## src/rtl/debug_halt_ctrl.sv

```systemverilog
// Run/halt controller between the debug interface and the CPU pipeline.
// Gates pipeline advance and reports halt status, cause, halt PC and retire count.
module debug_halt_ctrl #(
  parameter int unsigned PC_WIDTH  = 64,
  parameter int unsigned CNT_WIDTH = 32,
  parameter int unsigned DRAIN_MAX = 4
) (
  input  logic                 i_clk,
  input  logic                 i_reset,
  input  logic                 i_test_halt,
  input  logic                 i_resume_req,
  input  logic                 i_step_req,
  input  logic                 i_retire,
  input  logic                 i_retire_hlt,
  input  logic [PC_WIDTH-1:0]  i_retire_pc,
  output logic                 o_run_en,
  output logic                 o_halted,
  output logic [1:0]           o_halt_cause,
  output logic [PC_WIDTH-1:0]  o_halt_pc,
  output logic [CNT_WIDTH-1:0] o_retired_count
);

  localparam int unsigned DrainW = (DRAIN_MAX > 1) ? $clog2(DRAIN_MAX) : 1;

  localparam logic [1:0] CauseNone = 2'd0;
  localparam logic [1:0] CauseExt  = 2'd1;
  localparam logic [1:0] CauseHlt  = 2'd2;
  localparam logic [1:0] CauseStep = 2'd3;

  typedef enum logic [1:0] {StRun, StDrain, StHalted, StStep} state_t;

  state_t               r_state,     w_state_d;
  logic [DrainW-1:0]    r_drain_cnt, w_drain_cnt_d;
  logic [1:0]           r_pend,      w_pend_d;
  logic [1:0]           r_cause,     w_cause_d;
  logic [PC_WIDTH-1:0]  r_halt_pc,   w_halt_pc_d;
  logic [PC_WIDTH-1:0]  r_last_pc;
  logic [CNT_WIDTH-1:0] r_count;
  logic                 r_run_en;
  logic                 r_halted;

  logic                 w_hlt;
  logic                 w_drain_done;
  logic [PC_WIDTH-1:0]  w_pc_now;

  assign w_hlt        = i_retire & i_retire_hlt;
  assign w_drain_done = (r_drain_cnt == DrainW'(DRAIN_MAX - 1));
  // A retire in the final drain cycle is the last insn before the halt.
  assign w_pc_now     = i_retire ? i_retire_pc : r_last_pc;

  always_comb begin
    w_state_d     = r_state;
    w_drain_cnt_d = r_drain_cnt;
    w_pend_d      = r_pend;
    w_cause_d     = r_cause;
    w_halt_pc_d   = r_halt_pc;
    unique case (r_state)
      StRun: begin
        if (w_hlt) begin
          w_state_d   = StHalted;
          w_cause_d   = CauseHlt;
          w_halt_pc_d = i_retire_pc;
        end else if (i_test_halt) begin
          w_state_d     = StDrain;
          w_drain_cnt_d = '0;
          w_pend_d      = CauseExt;
        end
      end
      StDrain: begin
        if (w_hlt) begin
          w_state_d   = StHalted;
          w_cause_d   = CauseHlt;
          w_halt_pc_d = i_retire_pc;
        end else if (w_drain_done) begin
          w_state_d   = StHalted;
          w_cause_d   = r_pend;
          w_halt_pc_d = w_pc_now;
        end else begin
          w_drain_cnt_d = r_drain_cnt + DrainW'(1);
        end
      end
      StHalted: begin
        // The level halt request blocks resume but not a single step.
        if (i_resume_req && !i_test_halt) begin
          w_state_d = StRun;
          w_cause_d = CauseNone;
        end else if (i_step_req) begin
          w_state_d = StStep;
          w_cause_d = CauseNone;
        end
      end
      StStep: begin
        if (w_hlt) begin
          w_state_d   = StHalted;
          w_cause_d   = CauseHlt;
          w_halt_pc_d = i_retire_pc;
        end else begin
          w_state_d     = StDrain;
          w_drain_cnt_d = '0;
          w_pend_d      = CauseStep;
        end
      end
      default: w_state_d = StRun;
    endcase
  end

  always_ff @(posedge i_clk) begin
    if (i_reset) begin
      r_state     <= StRun;
      r_drain_cnt <= '0;
      r_pend      <= CauseNone;
      r_cause     <= CauseNone;
      r_halt_pc   <= '0;
      r_last_pc   <= '0;
      r_count     <= '0;
      r_run_en    <= 1'b0;
      r_halted    <= 1'b0;
    end else begin
      r_state     <= w_state_d;
      r_drain_cnt <= w_drain_cnt_d;
      r_pend      <= w_pend_d;
      r_cause     <= w_cause_d;
      r_halt_pc   <= w_halt_pc_d;
      r_run_en    <= (w_state_d == StRun) || (w_state_d == StStep);
      r_halted    <= (w_state_d == StHalted);
      if (i_retire) begin
        r_count   <= r_count + CNT_WIDTH'(1);
        r_last_pc <= i_retire_pc;
      end
    end
  end

  assign o_run_en        = r_run_en;
  assign o_halted        = r_halted;
  assign o_halt_cause    = r_cause;
  assign o_halt_pc       = r_halt_pc;
  assign o_retired_count = r_count;

endmodule

```

## config.mk

```make
export PLATFORM = sky130hd
export DESIGN_NAME = debug_halt_ctrl
export DESIGN_NICKNAME = d
export VERILOG_FILES = /design/src/rtl/debug_halt_ctrl.sv
export SDC_FILE = /design/constraint.sdc
export NUM_CORES = 1
export LEC_CHECK = 0
export BUFFER_PORTS_ARGS = -buffer_cell sky130_fd_sc_hd__buf_2
export CAP_MARGIN = 20
export CORE_UTILIZATION = 30
export CTS_BUF_LIST = sky130_fd_sc_hd__clkbuf_8
export CTS_CLUSTER_DIAMETER = 40
export DETAILED_ROUTE_END_ITERATION = 10
export HOLD_SLACK_MARGIN = 0.05
export PLACE_DENSITY = 0.47
export SETUP_SLACK_MARGIN = 0.5
export SYNTH_ARGS = -nofsm -noshare
export SYNTH_HDL_FRONTEND = slang
export SYNTH_SLANG_ARGS = --single-unit
```

## constraint.sdc

```tcl
create_clock -name i_clk -period 1.98 [get_ports i_clk]
set_clock_uncertainty 0.1 [all_clocks]
set_input_delay 0.594 -clock i_clk [delete_from_list [all_inputs] [get_ports i_clk]]
set_output_delay 0.594 -clock i_clk [all_outputs]
set_load 0.02 [all_outputs]
```

After elaboration in Yosys (flattened, before gate mapping)
Index checks and enable logic that the tools add are counted.

operators by class
  reduce and logical (&&, ||, !) cells = 13
  multiplexer cells = 29
  $add $sub $neg = 2
  equality and inequality tests = 14
  bitwise logic cells = 1

operators with widths
  cell                                                             number
  64-bit two-way mux                                               4
  64-bit case mux with 2 select lines                              1
  2-bit two-way mux                                                20
  32-bit by 1-bit adder with 32-bit output, second input constant  1
  2-bit case mux with 3 select lines                               2
  2-bit == test, second input constant                             5
  2-bit != test, second input constant                             5
  2-bit case mux with 4 select lines                               1
  3-bit != test, second input constant                             2
  3-bit AND reduction                                              2
  6-bit AND reduction                                              1
  2-bit zero test                                                  2
  2-bit case mux with 2 select lines                               1
  4-bit AND reduction                                              1
  2-bit nonzero test                                               2
  3-bit nonzero test                                               1
  2-bit by 1-bit adder with 2-bit output, second input constant    1
  2-bit by 1-bit == test with 1-bit output, second input constant  1
  2-bit by 1-bit != test with 1-bit output, second input constant  1
  2-bit OR reduction                                               1
  1-bit bitwise AND                                                1
  1-bit logical AND                                                1
  1-bit zero test                                                  1
  1-bit logical OR                                                 1

storage, ports and cells
  bits in registers = 170
  input port bits = 71
  output and inout port bits = 100
  logic and storage cells = 68

Longest topological paths before layout
  depth after elaboration = 6
  depth in mapped cells = 8
  gate-level depth less buffers = 7

Worst setup path before layout
OpenSTA, ideal clock, no wires.

  path kind = register -> register
  from = reg r_count[0], in the netlist o_retired_count[0]
  to = reg r_count[30], in the netlist o_retired_count[30]
  required time = 1.810 ns
  path buffers = 1
  library setup time = 0.070 ns
  arrival = 2.007 ns
  path slack = -0.196 ns
  cell stages (with the launch flop) = 7
  clock period less this slack = 2.176 ns
  path through = dfxtp_1 ha_1 nand3_1 or4_4 buf_4 or4_1 a21oi_1

on the way
  longest elaborated chain between the ends = 1

RTL lines
  element                                   line  RTL
  start: declaration                        38    logic [CNT_WIDTH-1:0] r_count;
  start signal: assignment                  127   r_count <= r_count + CNT_WIDTH'(1);
  32-bit by 1-bit adder with 32-bit output  127

No other way between the ends.
A chain may end at the register's enable or synchronous reset.

Worst setup path after layout
  from = reg r_count[18], in the netlist o_retired_count[18]
  to = reg r_count[28], in the netlist o_retired_count[28]

Same word-level chain as after synthesis.

==> qor.yml <==
crit_path_cell_trace: "nand4_4 -> or4_4 -> buf_6 -> or4_1 -> a21oi_1"
dp_cells: 1240
place.gp.congestion: 0.745
grt_max_degree: 55
p_leak_uw: 0.00563
final_cell_mix: "buf_6, nor2_1, mux2i_1"
final_nets: 1171
wl_um: 24000
place_area_mm2: 0.00900
crit_type: "register to register"
drive_gt1_share_pct: 60.8
fp.dieH_um: 157
seqPwrFrac_pct: 29.9
cts-root-buf: "clkbuf_8"
grt_pass1_vias: 7000
clockBufferDepth: 2
required_ns: 2.26
synth_cell_types: 47
switching_share_pct: 35.9
drv_cap: 0
p_sw_uw: 5170
synth_top_area_cell: "dfxtp_1"
syn_area_mm2: 0.00718
max-slew-margin-rel_pct: 66.6
synth_top_area_share_pct: 47.4
cp_slowest_cell: "or4_4"
tritoncts: "yes"
pwr-share-clk_pct: 16.6
start_kind: "register"
worstSetupEndpointType: "register"
synth_edf_count: 0
final_area_mm2: 0.0129
hold_class: "input pin to register"
start_util_pct: 30.6
cts-htree-levels: 4
synthToLayoutAreaGrowth_pct: 79.4
grt_pass1_wl_um: 37000
tightest_slew_ns: 0.501
yosys-top-cells-area: "dfxtp_1, mux2i_1, nor2_1"
status: "finished, final reports clean"
p_int_uw: 9220
portBuffers: 170
cts_sinks: 170
antenna_found_initial: 2
globalRouteOverflowTotal: 0
power_density_mw_per_mm2: 1120
ys_seq_elements: 170
grtUsageTotal_pct: 19.5
final_max_slew_viol_count: 0
drc: 0
fin_ws_ns: 0.0427
hold_viol: 0
dr_total_vias: 6873
post-dp-hpwl_um: 12700
path_max_fanout: 8
rsz0062_at_grt: "true"
yosysWarnings: 0
netlist_instances: 751
ys.flop_type: "dfxtp_1"
critical_path.top_delay_family: "simple AND/OR/NAND/NOR gates"
min_period_ns: 1.94
max_freq_mhz: 516
drt_pass1_iterations: 4
yosysSeqAreaShare_pct: 47.4
die_width_um: 157
ios: 171
final_common_cell: "buf_6"
slowest_delay_ns: 0.56
core_area_mm2: 0.0235
path_clk_slew_ns: 0.11
wl_per_cell_um: 16.8
final_cells: 1423
combinationalPowerShare_pct: 53.5
cp.arrival_ns: 2.22
path_buf_inv: 1
insertion_delay_ns: 0.45
min_period_over_period_pct: 97.8
async_reset_ff_share_pct: 0
vias_per_cell: 4.83
cts-buffers-inserted: 17
setup_viol: 0
avgSynthCellArea_um2: 9.56
drt.antenna.violating_nets: 0
dp_slack_ns: -0.154
num_rows: 56
dieArea_mm2: 0.0246
syn_nets: 833
peakVddDrop_v: 0.000479
drt_iter0_markers: 194
## per-stage QoR
step	setup TNS, ns	power, µW	hold WS, ns	util, %
2_1_floorplan	-0.00586	7100	0.332	-
3_3_place_gp	-0.826	8120	0.366	38.3
3_5_place_dp	-0.818	8110	0.368	38.3
4_1_cts	0	13700	0.238	51.4
5_1_grt	-0.0987	15100	0.252	54.9
6_report	0	14400	0.281	54.9
## final cells by class
cell class                 instances  area, µm²
fill                            2075      10600
multi-input combinational        521       4560
timing repair buffer             371       3930
sequential                       170       3580
tap                              319        399
clock buffer                      17        234
clock inverter                    15        135
inverter                           8       40.0
antenna                            2       5.00
## worst register-to-register path, cell delays in order (launching register included)
cell     delay, ns
dfxtp_2       0.38
nand4_4       0.11
or4_4         0.56
buf_6         0.16
or4_1         0.39
a21oi_1       0.17
## cells by family (layout without fill, tap and decap cells)
group	after synthesis	count (layout)	share of synthesized area [%]
XOR/XNOR	10	10	1.22
flip-flops	170	170	47.4
buffers and inverters	62	411	3.59
other	0	2	0
AO/OA/AOI/OAI	134	134	12.8
multiplexers	130	130	18.1
adder cells (fa/ha/maj)	11	11	1.92
AND/OR/NAND/NOR	234	236	15.0
## sequential cells by signal, summed over array words and instances (netlist names)
register	flops
r_last_pc	64
r_state	2
o_halt_cause	2
o_halt_pc	64
o_halted	1
o_run_en	1
r_pend	2
o_retired_count	32
r_drain_cnt	2
## layer usage
metal	vias to the layer above	wire (µm)	GRT usage [%]
met5	-	0	0
met4	0	255	6.44
met3	15	1050	4.49
met2	139	11800	33.0
met1	3339	10800	24.2
li1	3380	-	-
## worst paths after layout
check,cells after the start,startpoint,to,slack (ns)
hold / removal,3,i_retire_pc[32],r_last_pc[32]$_SDFF_PP0_,0.28
hold reg to reg,2,o_halt_cause[1]$_SDFFE_PP0P_,o_halt_cause[1]$_SDFFE_PP0P_,0.39
setup / recovery,5,o_retired_count[18]$_SDFFE_PP0P_,o_retired_count[28]$_SDFFE_PP0P_,0.04
setup reg to reg,5,o_retired_count[18]$_SDFFE_PP0P_,o_retired_count[28]$_SDFFE_PP0P_,0.04
## cells in the mapped netlist, types with 11 or more instances
cell and count:
dfxtp_1 170, nor2_1 143, mux2i_1 129, a211oi_1 65
clkbuf_1 30, a21oi_1 27, nand2_1 18, nand3_1 15
or4_1 15, o21ai_0 14, buf_1 13, o31ai_1 12
ha_1 11
## timing repair
action / 4_1_cts / 5_1_grt
gates cloned: 22 / 1
hold buffers: 0 / 0
gates resized for setup: 440 / 126
pin swaps: 52 / 57
buffers inserted: 95 / 31
setup endpoints to repair: 195 / 200
hold endpoints to repair: 0 / 0
## power by group through the flow
stage / clock network, µW / registers (µW) / logic (µW)
4_1_cts: 2500 / 4270 / 6900
5_1_grt: 2620 / 4360 / 8130
3_3_place_gp: 0 / 4210 / 3910
3_5_place_dp: 0 / 4210 / 3900
6_report: 2390 / 4300 / 7700
2_1_floorplan: 0 / 4610 / 2490
Note: power is estimated with default switching activity, not from simulation.
